File: config.mk
export PLATFORM = sky130hd
export DESIGN_NAME = pc_seq_ctrl
export DESIGN_NICKNAME = d
export VERILOG_FILES = /design/src/rtl/pc_seq_ctrl.sv
export SDC_FILE = /design/constraint.sdc
export NUM_CORES = 1
export LEC_CHECK = 0
export CELL_PAD_IN_SITES_DETAIL_PLACEMENT = 0
export CELL_PAD_IN_SITES_GLOBAL_PLACEMENT = 2
export CORE_MARGIN = 2
export CORE_UTILIZATION = 35
export DETAILED_ROUTE_END_ITERATION = 7
export PLACE_DENSITY_LB_ADDON = 0.2
export SLEW_MARGIN = 10
export SYNTH_ARGS = -nofsm -noshare
export SYNTH_HDL_FRONTEND = slang
export SYNTH_SLANG_ARGS = --single-unit
File: constraint.sdc
create_clock -name clk_i -period 4.86 [get_ports clk_i]
set_input_delay 0.729 -clock clk_i [delete_from_list [all_inputs] [get_ports clk_i]]
set_output_delay 0.729 -clock clk_i [all_outputs]
set_load 0.01 [all_outputs]
File: src/rtl/pc_seq_ctrl.sv
// pc_seq_ctrl: program-flow sequencer for the 8-bit program counter.
// Each cycle it picks one of increment, jump, call, return, hold or
// fault-vector load. It drives the counter's load enable and load value,
// owns a LIFO return-address stack, and runs the BOOT/RUN/HALT/FAULT state
// machine. The counter has no reset of its own, so this block also supplies
// the boot address.
//
// Optional feature macro: PC_CTRL_IRQ_EN (adds level interrupt entry/return).
//
// Ports:
//   clk_i      clock, rising edge
//   rst_ni     synchronous reset, active low
//   pc_i       current program counter value
//   target_i   jump/call target address
//   jmp_i      jump request, qualified by cond_i
//   cond_i     000 always, 001 Z, 010 !Z, 011 N, 100 !N, 101 C, 110 !C, 111 never
//   z_i/n_i/c_i ALU flags
//   call_i     push pc_i+1 and load target_i
//   ret_i      pop return address and load it
//   halt_i     request halt
//   resume_i   leave halt
//   irq_i      level interrupt request        (PC_CTRL_IRQ_EN only)
//   reti_i     return from interrupt          (PC_CTRL_IRQ_EN only)
//   irq_ack_o  interrupt taken this cycle     (PC_CTRL_IRQ_EN only)
//   load_o     program counter load enable (combinational)
//   im_o       program counter load value (combinational)
//   state_o    00 BOOT, 01 RUN, 10 HALT, 11 FAULT
//   sp_o       stack occupancy
//   fault_o    high while in FAULT
module pc_seq_ctrl #(
  parameter int unsigned STACK_DEPTH = 4,
  parameter logic [7:0]  RESET_VEC   = 8'h00,
  parameter logic [7:0]  FAULT_VEC   = 8'hFF,
  parameter logic [7:0]  IRQ_VEC     = 8'h80,
  localparam int unsigned SP_W       = $clog2(STACK_DEPTH + 1)
) (
  input  logic            clk_i,
  input  logic            rst_ni,
  input  logic [7:0]      pc_i,
  input  logic [7:0]      target_i,
  input  logic            jmp_i,
  input  logic [2:0]      cond_i,
  input  logic            z_i,
  input  logic            n_i,
  input  logic            c_i,
  input  logic            call_i,
  input  logic            ret_i,
  input  logic            halt_i,
  input  logic            resume_i,
`ifdef PC_CTRL_IRQ_EN
  input  logic            irq_i,
  input  logic            reti_i,
  output logic            irq_ack_o,
`endif
  output logic            load_o,
  output logic [7:0]      im_o,
  output logic [1:0]      state_o,
  output logic [SP_W-1:0] sp_o,
  output logic            fault_o
);

  localparam logic [1:0] S_BOOT  = 2'b00;
  localparam logic [1:0] S_RUN   = 2'b01;
  localparam logic [1:0] S_HALT  = 2'b10;
  localparam logic [1:0] S_FAULT = 2'b11;

  logic [1:0]      state, state_nxt;
  logic [SP_W-1:0] sp, sp_nxt;
  logic [7:0]      stack [STACK_DEPTH];
  logic [7:0]      top;
  logic            push;
  logic [7:0]      push_val;
  logic            cond_ok;
  logic            full;
  logic            ret_req;
  logic            ret_bad;
  logic            irq_take;
  logic            irq_go;
  logic            reti_go;

`ifdef PC_CTRL_IRQ_EN
  logic in_isr;

  // reti is a plain return that also leaves the ISR; outside an ISR it faults
  assign ret_req  = ret_i | reti_i;
  assign ret_bad  = reti_i & ~in_isr;
  assign irq_take = irq_i & ~in_isr;

  always_ff @(posedge clk_i) begin
    if (!rst_ni) begin
      in_isr <= 1'b0;
    end else if (irq_go) begin
      in_isr <= 1'b1;
    end else if (reti_go) begin
      in_isr <= 1'b0;
    end
  end

  assign irq_ack_o = irq_go;
`else
  logic unused_isr;

  assign ret_req    = ret_i;
  assign ret_bad    = 1'b0;
  assign irq_take   = 1'b0;
  assign unused_isr = irq_go ^ reti_go;
`endif

  assign full = (sp == SP_W'(STACK_DEPTH));

  always_comb begin
    cond_ok = 1'b0;
    case (cond_i)
      3'b000:  cond_ok = 1'b1;
      3'b001:  cond_ok = z_i;
      3'b010:  cond_ok = ~z_i;
      3'b011:  cond_ok = n_i;
      3'b100:  cond_ok = ~n_i;
      3'b101:  cond_ok = c_i;
      3'b110:  cond_ok = ~c_i;
      default: cond_ok = 1'b0;
    endcase
  end

  // Top-of-stack read by comparison so the index never needs a width cast
  // that breaks for a single-entry stack.
  always_comb begin
    top = '0;
    for (int unsigned i = 0; i < STACK_DEPTH; i++) begin
      if (SP_W'(i + 1) == sp) top = stack[i];
    end
  end

  always_comb begin
    load_o    = 1'b1;
    im_o      = RESET_VEC;
    state_nxt = state;
    sp_nxt    = sp;
    push      = 1'b0;
    push_val  = pc_i + 8'd1;
    irq_go    = 1'b0;
    reti_go   = 1'b0;

    case (state)
      S_BOOT: begin
        state_nxt = S_RUN;
      end
      S_RUN: begin
        if (ret_req) begin
          if (sp == '0 || ret_bad) begin
            im_o      = FAULT_VEC;
            state_nxt = S_FAULT;
          end else begin
            im_o    = top;
            sp_nxt  = sp - SP_W'(1);
            reti_go = 1'b1;
          end
        end else if (call_i) begin
          if (full) begin
            im_o      = FAULT_VEC;
            state_nxt = S_FAULT;
          end else begin
            im_o   = target_i;
            push   = 1'b1;
            sp_nxt = sp + SP_W'(1);
          end
        end else if (irq_take) begin
          if (full) begin
            im_o      = FAULT_VEC;
            state_nxt = S_FAULT;
          end else begin
            // the instruction at pc_i is pre-empted, so it is re-executed on return
            im_o     = IRQ_VEC;
            push     = 1'b1;
            push_val = pc_i;
            sp_nxt   = sp + SP_W'(1);
            irq_go   = 1'b1;
          end
        end else if (jmp_i && cond_ok) begin
          im_o = target_i;
        end else if (halt_i) begin
          im_o      = pc_i;
          state_nxt = S_HALT;
        end else begin
          load_o = 1'b0;
          im_o   = target_i;
        end
      end
      S_HALT: begin
        im_o = pc_i;
        if (resume_i) state_nxt = S_RUN;
      end
      default: begin
        im_o = FAULT_VEC;
      end
    endcase

    if (!rst_ni) begin
      load_o  = 1'b1;
      im_o    = RESET_VEC;
      push    = 1'b0;
      irq_go  = 1'b0;
      reti_go = 1'b0;
    end
  end

  always_ff @(posedge clk_i) begin
    if (!rst_ni) begin
      state <= S_BOOT;
      sp    <= '0;
    end else begin
      state <= state_nxt;
      sp    <= sp_nxt;
    end
  end

  always_ff @(posedge clk_i) begin
    for (int unsigned i = 0; i < STACK_DEPTH; i++) begin
      if (push && SP_W'(i) == sp) stack[i] <= push_val;
    end
  end

  assign state_o = state;
  assign sp_o    = sp;
  assign fault_o = (state == S_FAULT);

endmodule

==> results by group <==
Setup path
  – Setup crit end kind: output port
  – CP startpoint kind: register
  – CP required: 4.13 ns
  – Crit-path max FO: 12
  – WP data arrival: 3.40 ns
  – Kind of critical path: register to output port

Place
  – Post-Place Cells: 318
  – Area post-placement: 2700 sq um
  – RD Place Congestion: 0.768
  – Port Buffer Count: 43
  – Dpl ws: 0.908 ns
  – Dpl hpwl: 4240 um

Layout
  – Area Overhead vs Synth: 25.4%
  – Fraction of final layout cells sized beyond drive strength 1: 7.23%
  – Finished layout cell area: 2790 sq um
  – Post-Layout Cell Count: 326
  – Fin nets: 284
  – Diode count: 0

STA
  – Max-slew violations: 0
  – Slew @ Worst Pin: 0.658 ns
  – Slew headroom: 56.0%
  – Hold WS: 0.574 ns
  – Post-route worst setup slack: 0.735 ns
  – Tcrit/Tclk final: 84.9%
  – Final Hold Vio Count: 0
  – Fin Clk Skew: 0.00419 ns
  – Max Freq: 0.242 GHz
  – Final period demand of the worst path: 4.13 ns
  – Setup_tns: 0 ns
  – # setup viols final: 0
  – RSZ-0062 raised after global routing: false

Detailed routing
  – DR pass1 iterations: 4
  – Via density: 5.47
  – Residual DRC count: 0
  – Detailed Route WL: 5570 um
  – DR vias: 1784
  – Detailed Route Iter0 Violations: 53
  – DRT antenna net count: 0
  – DR WL/cell: 17.1 um

Power and ir drop
  – Pwr dens: 279 nW/um^2
  – Pleak: 0.919 nW
  – Worst IR Drop VDD: 0.000195 V

GRT
  – Antenna violations before repair: 0
  – Global Route Usage Sum: 15.6%
  – Vias in the first global route: 1671
  – Global-route wire length before repair: 8660 um
  – Overflow after GRT: 0
  – Largest net degree at the start of global routing: 21

Clock network
  – H-tree depth: 2
  – CTS Buf Count: 5
  – Cts hold-fix bufs: 0
  – Root buf cell: clkbuf_8
  – Clock Tree Buf Depth: 2
  – Clock slew at reported path FFs: 0.08 ns
  – Clock sink count: 37
  – Resized cells post-CTS: 0
  – Worst-Skew Late Latency: 0.28 ns
  – CTS tree: yes
  – Setup bufs post-CTS: 0

Yosys
  – Synth cell types: 52
  – Syn Area/Cell: 10.7 sq um
  – Asr flop ratio synth: 0%
  – Seq/Total Area, Yosys: 47.7%
  – EDFF count, synth: 32
  – Cell Area, Synth: 2220 sq um
  – Ys Warns: 0
  – Post-synthesis cell count: 207
  – FF+latch count, synth: 37
  – Post-synthesis net count: 243
  – Post-synth top flop: edfxtp_1

Floorplan
  – Initial Utilization: 35.6%
  – Die Wd: 83.7 um
  – Die H: 83.7 um
  – IO Pins: 44
  – # rows: 29
  – Core area: 6240 sq um
  – Full die area: 7010 sq um

Hold path
  – Worst min-delay path category: register to register

Outcome
  – Outcome: finished clean

Flow run
  – Max-cap violation count: 0
[stage by stage]
step	utilization (%)	power (mW)
after floorplan	-	0.489
after global placement	43.2	0.574
after detailed placement	43.2	0.574
after global routing	44.7	0.820
final	44.7	0.778
after CTS	44.7	0.786
[state kept, by name (all words and copies together), names as in the netlist]
register and cells:
sp_o 3, state_o 2, stack 32
[cell usage after synthesis (5+ instances only)]
| master | count | area [sq um] |
|---|---|---|
| a31oi_1 | 8 | 50.1 |
| o21ai_0 | 19 | 95.1 |
| a221o_1 | 6 | 60.1 |
| nor2_1 | 21 | 78.8 |
| and2_1 | 10 | 62.6 |
| dfxtp_1 | 5 | 100 |
| o22ai_1 | 7 | 43.8 |
| edfxtp_1 | 32 | 961 |
| nand2_1 | 9 | 33.8 |
| ha_1 | 7 | 87.6 |
| a21oi_1 | 9 | 45.0 |
| inv_1 | 7 | 26.3 |
| o32a_1 | 6 | 60.1 |
| xnor2_1 | 6 | 52.6 |
[placed cells by master, fill, tap and decap left out, types with 3 or more instances in the layout]
master,Yosys,layout
o32a_1,6,6
nand3_1,3,3
nand2_1,9,9
clkbuf_8,0,5
a221o_1,6,6
dfxtp_1,5,5
nand2b_1,4,4
and2_1,10,10
xnor2_1,6,6
a21oi_1,9,9
edfxtp_1,32,32
clkdlybuf4s50_1,0,43
o21ai_0,19,19
inv_1,7,7
ha_1,7,7
o22ai_1,7,7
a31oi_1,8,8
nor2_1,21,21
[final timing paths]
| kind | startpoint | to | slack, ns | cells after the start |
|---|---|---|---|---|
| max reg2reg | state_o[0] | stack[2][2] | 2.29 | 5 |
| min reg2reg | sp_o[1] | sp_o[1] | 0.57 | 2 |
| max | sp_o[2] | im_o[0] | 0.73 | 8 |
| min | sp_o[1] | sp_o[1] | 0.57 | 2 |
[critical path, cell delays in order (launching register included)]
cell and delay (ns):
dfxtp_1 0.73, inv_1 0.19, ha_1 0.45, nor3b_4 0.39
a221o_1 0.20, a21oi_1 0.05, o32a_1 0.37, a31oi_1 0.17
clkdlybuf4s50_1 0.56
[report_power, final]
group          leakage [nW]  total, mW  switching (mW)  internal [mW]
logic                 0.545      0.198          0.0994         0.0983
registers             0.329      0.367          0.0139          0.353
clock network        0.0445      0.213           0.111          0.102
[kinds of logic (layout without fill, tap and decap cells)]
family,after synthesis,after routing,synth area share [%]
AOI/OAI and AO/OA,72,72,23.3
and+or+nand+nor,64,64,16.7
DFF,37,37,47.7
buffers and inverters,16,58,3.55
xor gates and xnor gates,9,9,3.88
adders and majority gates,7,7,3.94
muxes,2,2,0.957
[metal layers]
layer | global-route usage, % | vias to the layer above | wire, um
li1 | - | 885 | -
met2 | 26.3 | 26 | 2810
met4 | 2.64 | 0 | 0
met3 | 2.97 | 0 | 138
met5 | 0 | - | 0
met1 | 21.2 | 873 | 2620
[cell type report]
type / count / area (sq um)
clock buffer: 5 / 68.8
clock inverter: 3 / 21.3
fill: 608 / 3450
inverter: 7 / 26.3
multi-input combinational: 154 / 1080
sequential: 37 / 1060
tap: 77 / 96.3
timing repair buffer: 43 / 430
No activity file was read; power rests on OpenSTA's default activity.
